==> config.mk <==
export PLATFORM = sky130hd
export DESIGN_NAME = rsa_mod_exp_core_flat
export DESIGN_NICKNAME = d
export VERILOG_FILES = /design/src/rtl/rsa_mod_exp_core_if.sv /design/src/rtl/rsa_mod_exp_core.sv /design/src/flat_wrapper.sv
export SDC_FILE = /design/constraint.sdc
export NUM_CORES = 2
export LEC_CHECK = 0
export BUFFER_PORTS_ARGS = -buffer_cell sky130_fd_sc_hd__clkbuf_2
export CAP_MARGIN = 15
export CORE_MARGIN = 8
export CORE_UTILIZATION = 64
export CTS_BUF_LIST = sky130_fd_sc_hd__clkbuf_4
export DETAILED_ROUTE_END_ITERATION = 8
export PLACE_DENSITY_LB_ADDON = 0.25
export SLEW_MARGIN = 10
export SYNTH_ARGS = -nofsm -noshare
export SYNTH_HDL_FRONTEND = slang
export SYNTH_SLANG_ARGS = --single-unit
==> constraint.sdc <==
create_clock -name clk -period 11.3 [get_ports clk]
set_clock_uncertainty 0.15 [all_clocks]
set_input_delay 1.13 -clock clk [delete_from_list [all_inputs] [get_ports clk]]
set_output_delay 1.13 -clock clk [all_outputs]
set_load 0.01 [all_outputs]
==> src/rtl/rsa_mod_exp_core_if.sv <==
// Request/response bundle for the modular exponentiation engine.
// The master drives the operands and start; the slave returns the handshake, status and result.
interface rsa_mod_exp_core_if #(
    parameter int WIDTH     = 128,
    parameter int EXP_WIDTH = 128
);
    logic                 start;
    logic [WIDTH-1:0]     base;
    logic [EXP_WIDTH-1:0] exponent;
    logic [WIDTH-1:0]     modulus;
    logic                 ready;
    logic                 busy;
    logic                 done;
    logic                 error;
    logic [WIDTH-1:0]     result;

    modport master (
        output start, base, exponent, modulus,
        input  ready, busy, done, error, result
    );

    modport slave (
        input  start, base, exponent, modulus,
        output ready, busy, done, error, result
    );
endinterface

==> src/rtl/rsa_mod_exp_core.sv <==
// base^exponent mod modulus by right-to-left square-and-multiply over a bit-serial modular multiplier.
// Latency WIDTH*(1+popcount(E)+bitlen(E)-1)+1 edges; start is only taken while ready, never queued.
module rsa_mod_exp_core #(
    parameter int WIDTH     = 128,
    parameter int EXP_WIDTH = 128
) (
    input  logic              clk,
    input  logic              reset_n,
    rsa_mod_exp_core_if.slave bus
);
    localparam int CW = (WIDTH > 1) ? $clog2(WIDTH) : 1;

    typedef enum logic [2:0] {IDLE, REDUCE, MUL, SQR, FIN} state_t;

    state_t               state;
    logic [WIDTH-1:0]     m_reg;
    logic [WIDTH-1:0]     r_reg;
    logic [WIDTH-1:0]     b_reg;
    logic [WIDTH-1:0]     mcand;
    logic [WIDTH-1:0]     mplier;
    logic [WIDTH-1:0]     result_q;
    logic [EXP_WIDTH-1:0] e_reg;
    logic [EXP_WIDTH-1:0] e_shift;
    logic [WIDTH:0]       acc;
    logic [WIDTH:0]       dbl;
    logic [WIDTH:0]       dbl_red;
    logic [WIDTH:0]       sum;
    logic [WIDTH:0]       sum_red;
    logic [WIDTH:0]       acc_next;
    logic [WIDTH-1:0]     prod;
    logic [CW-1:0]        cnt;
    logic                 last;
    logic                 m_zero;
    logic                 done_q;
    logic                 error_q;

    // acc stays below m, so each add/double is below 2m and one subtract restores the range
    always_comb begin
        dbl      = acc + acc;
        dbl_red  = (dbl >= {1'b0, m_reg}) ? dbl - {1'b0, m_reg} : dbl;
        sum      = dbl_red + {1'b0, mcand};
        sum_red  = (sum >= {1'b0, m_reg}) ? sum - {1'b0, m_reg} : sum;
        acc_next = mplier[WIDTH-1] ? sum_red : dbl_red;
    end

    assign prod    = acc_next[WIDTH-1:0];
    assign e_shift = e_reg >> 1;
    assign last    = (cnt == CW'(WIDTH - 1));

    assign bus.ready  = (state == IDLE);
    assign bus.busy   = (state != IDLE);
    assign bus.done   = done_q;
    assign bus.error  = error_q;
    assign bus.result = result_q;

    always_ff @(posedge clk or negedge reset_n) begin
        if (!reset_n) begin
            state    <= IDLE;
            m_reg    <= '0;
            r_reg    <= '0;
            b_reg    <= '0;
            mcand    <= '0;
            mplier   <= '0;
            e_reg    <= '0;
            acc      <= '0;
            cnt      <= '0;
            m_zero   <= 1'b0;
            result_q <= '0;
            done_q   <= 1'b0;
            error_q  <= 1'b0;
        end else begin
            done_q <= 1'b0;
            case (state)
                IDLE: begin
                    if (bus.start) begin
                        m_reg   <= bus.modulus;
                        e_reg   <= bus.exponent;
                        error_q <= 1'b0;
                        acc     <= '0;
                        cnt     <= '0;
                        if (bus.modulus == '0) begin
                            m_zero <= 1'b1;
                            r_reg  <= '0;
                            state  <= FIN;
                        end else begin
                            // Reduction multiplies base by (1 mod m), base streamed as the multiplier
                            m_zero <= 1'b0;
                            r_reg  <= (bus.modulus == WIDTH'(1)) ? '0 : WIDTH'(1);
                            mcand  <= (bus.modulus == WIDTH'(1)) ? '0 : WIDTH'(1);
                            mplier <= bus.base;
                            state  <= REDUCE;
                        end
                    end
                end
                REDUCE, MUL, SQR: begin
                    acc    <= acc_next;
                    mplier <= mplier << 1;
                    cnt    <= cnt + CW'(1);
                    if (last) begin
                        acc <= '0;
                        cnt <= '0;
                        if (state == MUL) begin
                            r_reg <= prod;
                            e_reg <= e_shift;
                            if (e_shift == '0) begin
                                state <= FIN;
                            end else begin
                                mplier <= b_reg;
                                mcand  <= b_reg;
                                state  <= SQR;
                            end
                        end else begin
                            b_reg <= prod;
                            if (e_reg == '0) begin
                                state <= FIN;
                            end else if (e_reg[0]) begin
                                mplier <= r_reg;
                                mcand  <= prod;
                                state  <= MUL;
                            end else begin
                                e_reg  <= e_shift;
                                mplier <= prod;
                                mcand  <= prod;
                                state  <= SQR;
                            end
                        end
                    end
                end
                FIN: begin
                    result_q <= r_reg;
                    done_q   <= 1'b1;
                    error_q  <= m_zero;
                    state    <= IDLE;
                end
                default: state <= IDLE;
            endcase
        end
    end
endmodule
==> src/flat_wrapper.sv <==
// flat-port wrapper written by rule: the top's interface ports become plain ports
module rsa_mod_exp_core_flat 
#(
    parameter int WIDTH     = 128,
    parameter int EXP_WIDTH = 128
)
  (clk, reset_n, bus_start, bus_base, bus_exponent, bus_modulus, bus_ready, bus_busy, bus_done, bus_error, bus_result);
  rsa_mod_exp_core_if #(.WIDTH(WIDTH), .EXP_WIDTH(EXP_WIDTH)) bus_i ();
  input  logic clk;
  input  logic reset_n;
  input wire logic [$bits(bus_i.start)-1:0] bus_start;
  input wire logic [$bits(bus_i.base)-1:0] bus_base;
  input wire logic [$bits(bus_i.exponent)-1:0] bus_exponent;
  input wire logic [$bits(bus_i.modulus)-1:0] bus_modulus;
  output wire logic [$bits(bus_i.ready)-1:0] bus_ready;
  output wire logic [$bits(bus_i.busy)-1:0] bus_busy;
  output wire logic [$bits(bus_i.done)-1:0] bus_done;
  output wire logic [$bits(bus_i.error)-1:0] bus_error;
  output wire logic [$bits(bus_i.result)-1:0] bus_result;
  assign bus_i.start = bus_start;
  assign bus_i.base = bus_base;
  assign bus_i.exponent = bus_exponent;
  assign bus_i.modulus = bus_modulus;
  assign bus_ready = bus_i.ready;
  assign bus_busy = bus_i.busy;
  assign bus_done = bus_i.done;
  assign bus_error = bus_i.error;
  assign bus_result = bus_i.result;
  rsa_mod_exp_core #(.WIDTH(WIDTH), .EXP_WIDTH(EXP_WIDTH)) u_core (.clk(clk), .reset_n(reset_n), .bus(bus_i));
endmodule
==> flow_summary.ini, run 1 <==
[outcome]
status = aborted with a tool error
failed_stage = global routing (5_1_grt)
error = [ERROR GRT-0232] Routing congestion too high. Check the congestion heatmap in the GUI.

[logic_synthesis]
synth_top_flop_cell = dfrtp_1
ys_ff_latch = 1037
syn_nets = 9797
yosysWarnings = 0
postSynthCellCount = 9022
synth_edf_count = 0
synth_seq_area_share_pct = 35.19
async_flop_share_pct = 100.0
syn-cell-area_um2 = 73750
synth_area_leaders = dfrtp_1, o21ai_0, ha_1
ys_types = 92
synth_area_leader_cell = dfrtp_1
syn_avg_cell_area_um2 = 8.174
synth_top_area_share_pct = 35.19

[die]
initial_core_util_pct = 64.50
num_rows = 124
dieWidth_um = 355.5
die-height_um = 355.5
io_pins = 519

[placement]
portBuffers = 518
routabilityCongestion = 1.146
postPlaceCellArea_um2 = 81120
dp_cells = 11060
hpwl_um = 254800

[global_route]
grt_usage_pct = 69.95
gr-total-overflow = 272
grt_max_degree = 187

[clocking]
htree_levels = 5
clock_path_buffers = 4
clockRootBuffer = clkbuf_4
clock-sinks = 1037
cts_buffers = 294

[sta]
worst_endpoint = u_core.mplier[55]$_DFFE_PN0P_/D
worst-ep-kind = register data pin
==> stage by stage <==
stage | worst slack, ns | hold WS (ns) | setup TNS [ns]
4_1_cts | 0.05733 | 0.0003095 | 0
2_1_floorplan | 1.522 | 0.2936 | 0
3_5_place_dp | -0.8228 | 0.3232 | -150.33
3_3_place_gp | -0.6848 | 0.3204 | -42.77
==> routing by layer <==
metal | GRT usage (%) | GRT overflow
met1 | 76.96 | 38
met2 | 79.90 | 107
met3 | 63.68 | 28
met4 | 48.83 | 89
met5 | 36.76 | 10
==> synth_stat cells, types with 30 or more instances <==
| cell type | count |
|---|---|
| a211oi_1 | 63 |
| a21o_1 | 206 |
| a21oi_1 | 769 |
| a221o_1 | 36 |
| a221oi_1 | 94 |
| a222oi_1 | 32 |
| a22o_1 | 215 |
| a22oi_1 | 135 |
| a31oi_1 | 157 |
| and2_1 | 31 |
| and3_1 | 71 |
| buf_1 | 30 |
| buf_2 | 33 |
| clkbuf_1 | 567 |
| dfrtp_1 | 1037 |
| ha_1 | 385 |
| inv_1 | 295 |
| mux2_2 | 236 |
| mux2i_1 | 57 |
| nand2_1 | 1272 |
| nand2b_1 | 34 |
| nand3_1 | 296 |
| nand4_1 | 199 |
| nor2_1 | 570 |
| nor3_1 | 91 |
| nor4_1 | 105 |
| o211ai_1 | 43 |
| o21a_1 | 64 |
| o21ai_0 | 973 |
| o21ai_1 | 31 |
| o21bai_1 | 89 |
| o31ai_1 | 52 |
| or3_1 | 30 |
| xnor2_1 | 219 |
| xor2_1 | 146 |
==> cells by family after synthesis <==
group	Yosys count	share of synthesized area, %
fa+ha+maj	388	6.613
xor+xnor	365	4.335
buf+inv	935	4.886
compound gates	3212	27.67
mux	294	4.398
simple gates	2791	16.91
flops	1037	35.19
==> timing repair <==
item | 4_1_cts
setup buffers | 1
gates resized for setup | 8
pin swaps | 2
hold endpoints to repair | 324
endpoints found under the setup margin | 640
hold buffers | 232
==> run 2, diff against run 1 <==
- CORE_UTILIZATION: 64 -> 40
- CTS_BUF_LIST: sky130_fd_sc_hd__clkbuf_4 -> not set
- PLACE_DENSITY_LB_ADDON: 0.25 -> 0.15
==> flow_summary.ini, run 2 <==
[outcome]
status = completed

[global_route]
gr-total-overflow = 0
grt_max_degree = 184
grt_first_pass_wirelength_um = 533700
grt_usage_pct = 36.25
grt_pass1_vias = 73440
antenna_found_initial = 25

[critical_path]
regToRegSetupSlack_ns = 0.21
r2r-start = u_core.acc[47]
slowest_delay_ns = 0.51
critPathLaunchType = register
cpMostUsedCell = buf_4
cp-end-kind = register
rr_worst_depth = 44
crit_end = u_core.mcand[56]
cpMaxStageDelayCell = dfrtp_1
r2r-end = u_core.mcand[56]
crit_fanout = 27
cp.arrival_ns = 11.66
critPathKind = register to register
critPathLaunch = u_core.acc[47]
cp.required_ns = 11.87

[sta]
rsz0062_at_grt = false
worstMarginPinSlew_ns = 1.139
relSlewSlack_pct = 24.03
period_share_pct = 98.17
clock.fmax_mhz = 90.15
finalMaxSlewViolations = 0
period_needed_ns = 11.09
finalSetupViolCount = 0
finalHoldViolations = 0

[layout]
final_common_cell = nand2_1
final_cell_area_um2 = 90450
area_growth_pct = 22.64
multi_input_area_um2 = 44940
layout-drive-gt1-share_pct = 22.01
utilization_pct = 49.40
nets = 10900
fillers = 18050
most-common-layout-cells = nand2_1, buf_4, dfrtp_1
seq_area_um2 = 25950

[die]
io_pins = 519
num_rows = 157
die-height_um = 445.4
dieWidth_um = 445.4
coreArea_um2 = 183100
initial_core_util_pct = 40.28
dieArea_um2 = 198400

[logic_synthesis]
synth_most_common_cell = nand2_1
syn_avg_cell_area_um2 = 8.174
syn-cell-area_um2 = 73750
synth_seq_area_share_pct = 35.19
yosysWarnings = 0
syn_nets = 9797
synth_area_leader_cell = dfrtp_1
synth_top_flop_cell = dfrtp_1
postSynthCellCount = 9022
synth_top_area_share_pct = 35.19
synth_area_leaders = dfrtp_1, o21ai_0, ha_1
synth_edf_count = 0
async_flop_share_pct = 100.0
synth_commonest_cells = nand2_1, dfrtp_1, o21ai_0, a21oi_1, nor2_1
ys_types = 92
ys_ff_latch = 1037

[clocking]
cts_buffers = 120
worstSkewPairLatency_ns = 0.82
clockRootBuffer = clkbuf_16
clk_pin_slew_ns = 0.06
htree_levels = 3
clock-sinks = 1037
clock_path_buffers = 3
tritoncts = built
cts_hold_buf = 0

[placement]
portBuffers = 518
hpwl_um = 296600
routabilityCongestion = 1.064
postPlaceCellArea_um2 = 85840

[route]
drt_iter0_markers = 10300
drc = 0
wire_per_inst_um = 29.76
ant_nets = 0
dr.pass1.iters = 7
wirelength_um = 378000
via_per_inst = 6.246
num_vias = 79350

[flow_run]
drv_cap = 0

[min_path]
hold_path.class = primary input to async pin
==> run 2: cell counts after synthesis <==
No cell type changed its count.
==> run 2: area by class of cell <==
type | count | share of cell area [%]
antenna | 12 | 0.03320
clock buffer | 174 | 3.843
clock inverter | 51 | 0.5879
inverter | 295 | 1.224
multi-input combinational | 7050 | 49.68
sequential | 1037 | 28.70
tap | 2464 | 3.409
timing repair buffer | 1620 | 12.52
==> run 2: worst max-delay path, delay by kind of cell, from the launching register on <==
family | cells | cell delay, ns
AO/OA/AOI/OAI | 13 | 3.22
buffers and inverters | 12 | 2.45
flip-flops | 1 | 0.51
multiplexers | 2 | 0.63
adder cells (fa/ha/maj) | 3 | 1.05
XOR/XNOR | 1 | 0.32
AND/OR/NAND/NOR | 13 | 2.61
==> run 2: kinds of logic (layout without fill, tap and decap cells) <==
logic type	count (synthesis)	after routing	synth area share, %
fa+ha+maj	388	388	6.613
simple gates	2791	2791	16.91
xor+xnor	365	365	4.335
mux	294	294	4.398
buf+inv	935	2140	4.886
compound gates	3212	3212	27.67
other cells	0	12	0
flops	1037	1037	35.19
==> run 2: worst min path at each step <==
stage	startpoint	endpoint	slack (ns)	depth (start not counted)
detailed placement	u_core.mplier[85]	u_core.mplier[85]	0.33	2
CTS	reset_n	u_core.e_reg[37]	0.17	1
floorplan	u_core.m_zero	u_core.bus.error	0.29	2
global placement	u_core.mplier[82]	u_core.mplier[82]	0.32	2
finish	reset_n	u_core.e_reg[37]	0.19	1
global route	reset_n	u_core.e_reg[37]	0.23	1
==> run 2: routing by layer <==
metal  vias up  wire [um]  part of all wire (%)  GRT usage, %
met5         -        126                 0.033             0
met4        18      10950                   2.9         9.386
met3       482      56640                    15         15.41
met2      4698     138500                    37         46.03
met1     38820     171800                    45         55.06
li1      35330          -                     -             -
==> run 2: stage by stage <==
step / setup WS (ns) / instances / hold slack (ns) / TNS [ns]
floorplan: 1.522 / 9022 / 0.2936 / 0
global placement: -1.425 / 12460 / 0.3211 / -425.35
detailed placement: -1.387 / 12460 / 0.3299 / -464.82
CTS: 0.009190 / 12690 / 0.1669 / 0
global route: 0.0003348 / 12690 / 0.2257 / 0
finish: 0.2073 / 12700 / 0.1875 / 0
==> run 2: timing repair <==
action | in CTS | in global routing
buffers inserted | 2 | 4
resized for setup | 30 | 98
cloned | 0 | 1
endpoints found under the setup margin | 640 | 640
pin swaps | 3 | 6
Power of run 2 is not shown: default switching activity piles up to over one toggle a cycle in this logic, so the estimate is an artifact.
